==> config.mk <==
export PLATFORM = sky130hd
export DESIGN_NAME = serial_slave_port
export DESIGN_NICKNAME = d
export VERILOG_FILES = /design/src/rtl/bus_pkg.sv /design/src/rtl/slave_bram.sv /design/src/rtl/serial_slave_port.sv
export SDC_FILE = /design/constraint.sdc
export NUM_CORES = 2
export LEC_CHECK = 0
export ABC_CLOCK_PERIOD_IN_PS = 10900
export BUFFER_PORTS_ARGS = -buffer_cell sky130_fd_sc_hd__buf_2
export CELL_PAD_IN_SITES_DETAIL_PLACEMENT = 0
export CELL_PAD_IN_SITES_GLOBAL_PLACEMENT = 1
export CORE_MARGIN = 2
export CORE_UTILIZATION = 55
export CTS_BUF_LIST = sky130_fd_sc_hd__clkbuf_4
export CTS_CLUSTER_SIZE = 20
export DETAILED_ROUTE_END_ITERATION = 6
export PLACE_DENSITY = 0.75
export SLEW_MARGIN = 20
export SYNTH_ARGS = -nofsm -noshare
export SYNTH_HDL_FRONTEND = slang
export SYNTH_HIERARCHICAL = 1
export SYNTH_SLANG_ARGS = --single-unit
export TNS_END_PERCENT = 100
==> constraint.sdc <==
create_clock -name clk -period 10.9 [get_ports clk]
set_input_delay 1.09 -clock clk [delete_from_list [all_inputs] [get_ports clk]]
set_output_delay 1.09 -clock clk [all_outputs]
set_load 0.02 [all_outputs]
==> src/rtl/bus_pkg.sv <==
// Shared definitions for the serial slave port: FSM state type/encodings and default widths.
package bus_pkg;

    localparam int unsigned DefAdn = 12;
    localparam int unsigned DefN   = 8;

    typedef logic [3:0] slave_state_t;

    localparam slave_state_t StIdle   = 4'd0;
    localparam slave_state_t StAddr   = 4'd1;
    localparam slave_state_t StWdata  = 4'd2;
    localparam slave_state_t StWrite  = 4'd3;
    localparam slave_state_t StRdelay = 4'd4;
    localparam slave_state_t StRfetch = 4'd5;
    localparam slave_state_t StRdata  = 4'd6;
    localparam slave_state_t StDone   = 4'd7;

endpackage

==> src/rtl/slave_bram.sv <==
// Single-port local storage with synchronous read; contents are never reset.
module slave_bram #(
    parameter int unsigned AW = 8,
    parameter int unsigned DW = 8
) (
    input  logic          clk_i,
    input  logic          we_i,
    input  logic [AW-1:0] addr_i,
    input  logic [DW-1:0] wdata_i,
    output logic [DW-1:0] rdata_o
);

    logic [DW-1:0] mem_q [0:(1 << AW) - 1];

    always_ff @(posedge clk_i) begin
        if (we_i) begin
            mem_q[addr_i] <= wdata_i;
        end else begin
            rdata_o <= mem_q[addr_i];
        end
    end

endmodule

==> src/rtl/serial_slave_port.sv <==
// Bit-serial slave: LSB-first address/data in, delayed serial read-back out.
// Burst transfers are built only when SERIAL_SLAVE_PORT_BURST_EN is defined.
module serial_slave_port
    import bus_pkg::*;
#(
    parameter int unsigned ADN       = DefAdn,
    parameter int unsigned N         = DefN,
    parameter int unsigned MEM_AW    = 8,
    parameter int unsigned DelayN    = 20,
    parameter int unsigned BURST_LEN = 4
) (
    input  logic       clk,
    input  logic       reset,
    input  logic       validIn,
    input  logic       wren,
    input  logic       Address,
    input  logic       DataIn,
    input  logic       BurstEn,
    input  logic       BusAvailable,
    output logic       ready,
    output logic       validOut,
    output logic       hold,
    output logic       DataOut,
    output logic [3:0] state_out
);

    localparam int unsigned BitMax = (ADN > N) ? ADN : N;
    localparam int unsigned CntW   = $clog2(BitMax + 1);
    localparam int unsigned DlyW   = (DelayN > 0) ? $clog2(DelayN + 1) : 1;
    localparam slave_state_t ReadEntry = (DelayN == 0) ? StRfetch : StRdelay;

    slave_state_t    state_q, state_d;
    logic [ADN-1:0]  addr_q, addr_d;
    logic [N-1:0]    wdata_q, wdata_d;
    logic [N-1:0]    rdata_q, rdata_d;
    logic [CntW-1:0] bit_cnt_q, bit_cnt_d;
    logic [DlyW-1:0] dly_q, dly_d;
    logic            fetch_q, fetch_d;

    logic          addr_last;
    logic          word_done;
    logic          more_words;
    logic          mem_we;
    logic [N-1:0]  mem_rdata;

    assign addr_last = ((state_q == StIdle) || (state_q == StAddr)) && validIn &&
                       (bit_cnt_q == CntW'(ADN - 1));

`ifdef SERIAL_SLAVE_PORT_BURST_EN
    localparam int unsigned WcW = $clog2(BURST_LEN + 1);

    logic           burst_q;
    logic [WcW-1:0] word_q;

    assign more_words = burst_q && (word_q < WcW'(BURST_LEN - 1));

    always_ff @(posedge clk) begin
        if (!reset) begin
            burst_q <= 1'b0;
            word_q  <= '0;
        end else if (addr_last) begin
            burst_q <= BurstEn;
            word_q  <= '0;
        end else if (word_done && more_words) begin
            word_q <= word_q + WcW'(1);
        end
    end
`else
    logic unused_burst_en;
    assign unused_burst_en = BurstEn;
    assign more_words      = 1'b0;
`endif

    always_comb begin
        state_d   = state_q;
        addr_d    = addr_q;
        wdata_d   = wdata_q;
        rdata_d   = rdata_q;
        bit_cnt_d = bit_cnt_q;
        dly_d     = dly_q;
        fetch_d   = fetch_q;
        word_done = 1'b0;

        case (state_q)
            StIdle, StAddr: begin
                if (validIn) begin
                    addr_d    = {Address, addr_q[ADN-1:1]};
                    bit_cnt_d = bit_cnt_q + CntW'(1);
                    state_d   = StAddr;
                    if (addr_last) begin
                        bit_cnt_d = '0;
                        state_d   = wren ? StWdata : ReadEntry;
                    end
                end
            end
            StWdata: begin
                if (validIn) begin
                    wdata_d   = {DataIn, wdata_q[N-1:1]};
                    bit_cnt_d = bit_cnt_q + CntW'(1);
                    if (bit_cnt_q == CntW'(N - 1)) begin
                        bit_cnt_d = '0;
                        state_d   = StWrite;
                    end
                end
            end
            StWrite: begin
                word_done = 1'b1;
                state_d   = more_words ? StWdata : StDone;
            end
            StRdelay: begin
                dly_d = dly_q + DlyW'(1);
                if (dly_q == DlyW'(DelayN - 1)) begin
                    dly_d   = '0;
                    state_d = StRfetch;
                end
            end
            StRfetch: begin
                // First cycle presents the address; second captures the registered read data.
                fetch_d = 1'b1;
                if (fetch_q) begin
                    fetch_d = 1'b0;
                    rdata_d = mem_rdata;
                    state_d = StRdata;
                end
            end
            StRdata: begin
                if (BusAvailable) begin
                    rdata_d   = {1'b0, rdata_q[N-1:1]};
                    bit_cnt_d = bit_cnt_q + CntW'(1);
                    if (bit_cnt_q == CntW'(N - 1)) begin
                        bit_cnt_d = '0;
                        word_done = 1'b1;
                        state_d   = more_words ? ReadEntry : StDone;
                    end
                end
            end
            StDone: begin
                state_d = StIdle;
            end
            default: begin
                state_d = StIdle;
            end
        endcase

        if (word_done && more_words) begin
            addr_d[MEM_AW-1:0] = addr_q[MEM_AW-1:0] + MEM_AW'(1);
        end
    end

    always_ff @(posedge clk) begin
        if (!reset) begin
            state_q   <= StIdle;
            addr_q    <= '0;
            wdata_q   <= '0;
            rdata_q   <= '0;
            bit_cnt_q <= '0;
            dly_q     <= '0;
            fetch_q   <= 1'b0;
        end else begin
            state_q   <= state_d;
            addr_q    <= addr_d;
            wdata_q   <= wdata_d;
            rdata_q   <= rdata_d;
            bit_cnt_q <= bit_cnt_d;
            dly_q     <= dly_d;
            fetch_q   <= fetch_d;
        end
    end

    // Gate with reset so an edge that resets out of WRITE does not commit the word.
    assign mem_we = (state_q == StWrite) && reset;

    slave_bram #(
        .AW (MEM_AW),
        .DW (N)
    ) u_bram (
        .clk_i   (clk),
        .we_i    (mem_we),
        .addr_i  (addr_q[MEM_AW-1:0]),
        .wdata_i (wdata_q),
        .rdata_o (mem_rdata)
    );

    assign ready     = (state_q == StIdle);
    assign hold      = (state_q == StRdelay);
    assign validOut  = (state_q == StRdata) && BusAvailable;
    assign DataOut   = validOut && rdata_q[0];
    assign state_out = state_q;

endmodule

# Word level (Yosys, flattened, before mapping)
# Memory sizes are Yosys's and may differ from the RTL's. A register that Yosys moved wholly into a read port is not among the register bits.
# Index checks and enable logic that the tools add are counted.
dict set report op_classes {
  eq_ne 16
  reduce_logical 16
  n_addsub 2
  muxes 23
}
# op n
set ops {}
lappend ops {{$mux W4} 12}
lappend ops {{$pmux W4 S6} 1}
lappend ops {{$eq A4 B3 Y1 const B} 4}
lappend ops {{$mux W8} 2}
lappend ops {{$pmux W8 S2} 1}
lappend ops {{$ne A2 B2 Y1 const B} 6}
lappend ops {{$pmux W4 S3} 1}
lappend ops {{$eq A4 B2 Y1 const B} 2}
lappend ops {{$reduce_and A7 Y1} 1}
lappend ops {{$mux W3} 2}
lappend ops {{$add A5 B1 Y5 const B} 1}
lappend ops {{$eq A5 B5 Y1 const B} 1}
lappend ops {{$logic_and A1 B1 Y1} 5}
lappend ops {{$mux W5} 1}
lappend ops {{$add A4 B1 Y4 const B} 1}
lappend ops {{$eq A4 B1 Y1 const B} 1}
lappend ops {{$eq A4 B4 Y1 const B} 1}
lappend ops {{$logic_not A4 Y1} 1}
lappend ops {{$reduce_and A2 Y1} 2}
lappend ops {{$reduce_and A4 Y1} 1}
lappend ops {{$mux W1} 3}
lappend ops {{$reduce_and A3 Y1} 1}
lappend ops {{$reduce_bool A3 Y1} 1}
lappend ops {{$ne A2 B1 Y1 const B} 1}
lappend ops {{4 further kinds} 4}
dict set report totals {
  ram_bits 2048
  output_inout_bits 8
  inputBits 8
  memories 1
  reg_bits 42
  word_cells 65
}
# memory words width read_ports rd_ports_with_merged_regs wr line
set mem_list {}
lappend mem_list {u_bram.mem_q 256 8 1 1 1 slave_bram.sv:13} ;# logic [DW-1:0] mem_q [0:(1 << AW) - 1];

# Logic depth before layout (Yosys ltp)
dict set report depth {
  word_depth 7
  depth_mapped 9
  depth_no_buf 6
}

# Hierarchy
# The synthesis kept the hierarchy.
# mod seq_area_each_um2 cells_each instances area_each_um2
set modules_own_cells {}
lappend modules_own_cells {slave_bram 61739.2 3545 1 78534.1}
lappend modules_own_cells {serial_slave_port 820.8 220 1 1871.8}

# Least setup slack after synthesis
# No wires, ideal clock.
dict set report synth_path {
  kind {reg-to-reg}
  from {register wdata_q[1]}
  to {memory u_bram.mem_q[0][1] (data pin)}
  setup_time_ns 0.859
  synth_period_minus_slack_ns 4.271
  stages_incl_launch_ff 1
  t_required_ns 10.041
  arrival_time_ns 3.412
  n_path_buf 0
  setup_slack_ns 6.629
  path_cell_list {dfxtp_1}
}
# element line
set synth_rtl {}
lappend synth_rtl {{from (decl)} serial_slave_port.sv:34} ;# logic [N-1:0] wdata_q, wdata_d;
lappend synth_rtl {{from (signal assigned)} serial_slave_port.sv:162} ;# wdata_q <= wdata_d;
lappend synth_rtl {{to (decl)} slave_bram.sv:13}
# No word-level cell before the write port.

==> results.md <==
- Met2 Wirelength: 90,300 µm
- Pwr per Cell Area: 168 mW/mm²
- Crit start category: flip-flop
- Slew Viols, Final: 0
- Row cnt: 140
- Tcrit/Tclk final: about 44%
- Post-Syn Area: 0.0804 mm²
- Root buffer cell: clkbuf_4
- Via count: 39,800
- Port Buffers: 13
- Largest cells by area after synthesis: edfxtp_1 77%, mux4_2 14%, a22oi_1 2.4%
- Post-synth EDFFs: 2,056
- Comb pwr share: 0.1%
- Htree depth: 6
- GRT Util Overall: between 20% and 30%
- Buf/Inv on CP: 2
- WP data required: around 12 ns
- R2r setup slk: 6.10 ns
- Clk buf depth: 4
- Crit path cell chain: buf_12, buf_4, mux4_2, a22oi_1, a21oi_1, o41ai_2, nand4_1
- Post-synth cell types: 44
- Async SR Flop Fraction: 0%
- CP delay by family, top: compound AO/OA/AOI/OAI gates
- RR Endpoint: u_bram/rdata_o[3]
- Syn_area_per_cell: 21.4 µm²
- Cells after Synth: 3,765
- Highest Signal Layer: met5
- Setup violations, final: 0
- Post-Place Worst Slack: 6.04 ns
- Layout cells sized above 1: 32.4%
- Fin. Hold Viols: 0
- Status: finished clean
- Synth top area share: 76.8%
- M1 WL: slightly above 70,000 µm
- Critical path class: reg2reg
- Leakage power total: 28.3 nW
- Reg2reg start: addr_q[0]
- Fmax: 209 MHz
- Core Util, Final: 61.3%
- Initial Util: 55.3%
- WHS: 0.322 ns
- Post-DP HPWL: 102,000 µm
- Post-synthesis sequential area ratio: 77.8%
- DR DRC count: 0
- RSZ-0062 raised after global routing: no
- Sw power: 0.00296 W
- Routed vias/inst: ~6.2
- First-pass GRT wire length: around 270,000 µm
- Metal3 WL: between 15,000 and 20,000 µm
- Fin crit period: 4.80 ns
- R2R depth: 7
- Clk_skew: 0.0660 ns
- Routed WL: 183,000 µm
- Die W: between 300 and 400 µm
- Clock-pin transition on the worst setup and hold timing paths: approximately 0.07 ns
- Relative slew slack: 20.6%
- Starting DRT DRC Count: 4,566
- Sink Count: roughly 2,100
- DR WL/cell: ~28 µm
- Grt ovf: 0
- Largest net degree at the start of global routing: roughly 110
- IO Pins: 16
- Worst Setup End Kind: flip-flop
- Flop pwr share: 58.1%
- Main synth FF type: edfxtp_1
- Worst skew pair latency: 1.32 ns
- Final TNS setup: 0 ns
- Final worst slack: 6.10 ns
- Total core area: 0.145 mm²
- Synth-to-layout area growth: 10.9%
- Mapped Nets: 3,775
- Sw Ratio: just under 20%
- Min-delay worst type: in2reg
- Worst slew pin tran: 1.19 ns
- Hold worst-path end: state_out[1]
- Post-synth top area cell: edfxtp_1
- Peak VDD IR: roughly 0.00012 V
- Initial antenna violation count: 5
- DR pass1 iterations: 5
- Hold_sp: validIn
- Critical path arrival: 5.81 ns
- Die height: between 300 and 400 µm
- Die ar.: about 0.15 mm²
- Crit-path slowest cell: o41ai_2
- Yosys warning total: 6
- #FFs+latches synth: 2,097
- Vias in the first global route: 40,800
- Num CTS Buffers: between 500 and 600
- Placer Congestion: slightly below 0.8
- Nets: 4,186
- Clock share of power: 41.8%
- Resize count post-CTS: 0
- Crit-path max cell delay: 0.97 ns
- Worst hold path stage count: 5
- CP max FO: 86
- Internal Power: 0.0120 W
- CTS tree: done
- Detail Route Antenna Nets: 0
- Max_cap viols: 0
[cell usage in the layout (no fill, tap or decap), drive strengths merged, types with 3 or more instances in the layout]
cell	count
edfxtp	2056
inv	19
mux2i	11
and2	6
a22oi	257
clkbuf	760
buf	111
o41ai	33
dlygate4sd3	4
diode	8
nand4	12
nor3	29
mux4	512
dfxtp	41
nor2	256
a21oi	148
a311oi	7
nand3	32
xor2	3
clkinv	97
nor2b	9
nand2	70
nand3b	5
bufinv	5
nand2b	6
[cells in the mapped netlist, types with 3 or more instances]
cell,count
nor2b_1,9
buf_1,33
nand3b_1,5
buf_2,36
xor2_1,3
and2_1,5
nand3_1,32
nand4_1,12
edfxtp_1,2056
o41ai_1,32
clkbuf_1,144
nand2_1,70
mux2i_1,11
buf_4,15
a311oi_1,7
a22oi_1,257
nand2b_1,6
nor2_1,256
mux4_2,512
dfxtp_1,41
a21oi_1,148
buf_6,16
nor3_1,29
inv_1,5
[registers in the layout, indices dropped and copies added (netlist names)]
register        flops
u_bram/mem_q     2048
addr_q             12
rdata_q             8
wdata_q             8
u_bram/rdata_o      8
state_out           3
bit_cnt_q           4
fetch_q             1
dly_q               5
[cell families (layout without fill, tap and decap cells)]
group / after synthesis / in the layout / share of synthesized area [%]
AOI/OAI and AO/OA: 453 / 453 / 3.85
and+or+nand+nor: 435 / 435 / 2.33
DFF: 2097 / 2097 / 77.8
xor gates and xnor gates: 3 / 3 / 0.0327
muxes: 525 / 525 / 14.5
adders and majority gates: 2 / 2 / 0.0311
other: 1 / 9 / 0.00466
buffers and inverters: 249 / 996 / 1.44
[cell type report]
cell class,instances,area [µm²]
Fill cell,10300,56200
Sequential cell,2097,62600
Clock inverter,116,577
Inverter,5,18.8
Timing Repair Buffer,115,1000
Tap cell,1917,2400
Multi-Input combinational cell,1419,16900
Antenna cell,8,20.0
Clock buffer,760,5710
[worst max-delay path by stage]
stage          cells after the start            endpoint  startpoint  slack, ns
2_1_floorplan                      0  u_bram/mem_q[0][1]  wdata_q[1]       6.63
3_3_place_gp                       7   u_bram/rdata_o[7]   addr_q[1]       6.05
3_5_place_dp                       7   u_bram/rdata_o[0]   addr_q[0]       6.04
4_1_cts                            7   u_bram/rdata_o[0]   addr_q[0]       6.04
5_1_grt                            7   u_bram/rdata_o[3]   addr_q[0]       5.84
6_report                           7   u_bram/rdata_o[3]   addr_q[0]       6.10
[routing by layer]
metal	track usage (%)	up-vias
li1	-	17000
met1	34.2	20700
met2	39.0	1811
met3	6.14	298
met4	9.32	2
met5	0	-
[power groups by stage]
stage / clock, W / combinational [W] / sequential [W]
after floorplan: 0 / 0.00000983 / 0.00889
after global placement: 0 / 0.0000141 / 0.00888
after detailed placement: 0 / 0.0000140 / 0.00888
after CTS: 0.00642 / 0.0000151 / 0.00871
after global routing: 0.00685 / 0.0000167 / 0.00870
final: 0.00626 / 0.0000151 / 0.00871
[worst reg2reg max path: stages, from the launching register on]
cell     delay (ns)
dfxtp_4        0.59
buf_12         0.52
buf_4          0.94
mux4_2         0.64
a22oi_1        0.41
a21oi_1        0.23
o41ai_2        0.97
nand4_1        0.20
[through the flow]
| stage | cells | power [W] | instance area (µm²) |
|---|---|---|---|
| 2_1_floorplan | 3765 | 0.00890 | 80400 |
| 5_1_grt | 6436 | 0.0156 | 89200 |
| 6_report | 6437 | 0.0150 | 89200 |
| 3_3_place_gp | 5544 | 0.00890 | 82700 |
| 3_5_place_dp | 5544 | 0.00890 | 82700 |
| 4_1_cts | 6424 | 0.0151 | 89000 |
[what timing repair did]
item,4_1_cts,5_1_grt
hold endpoints to repair,6,0
hold buffers,4,0
setup buffers,0,0
Power figures use the tool's default switching activity.
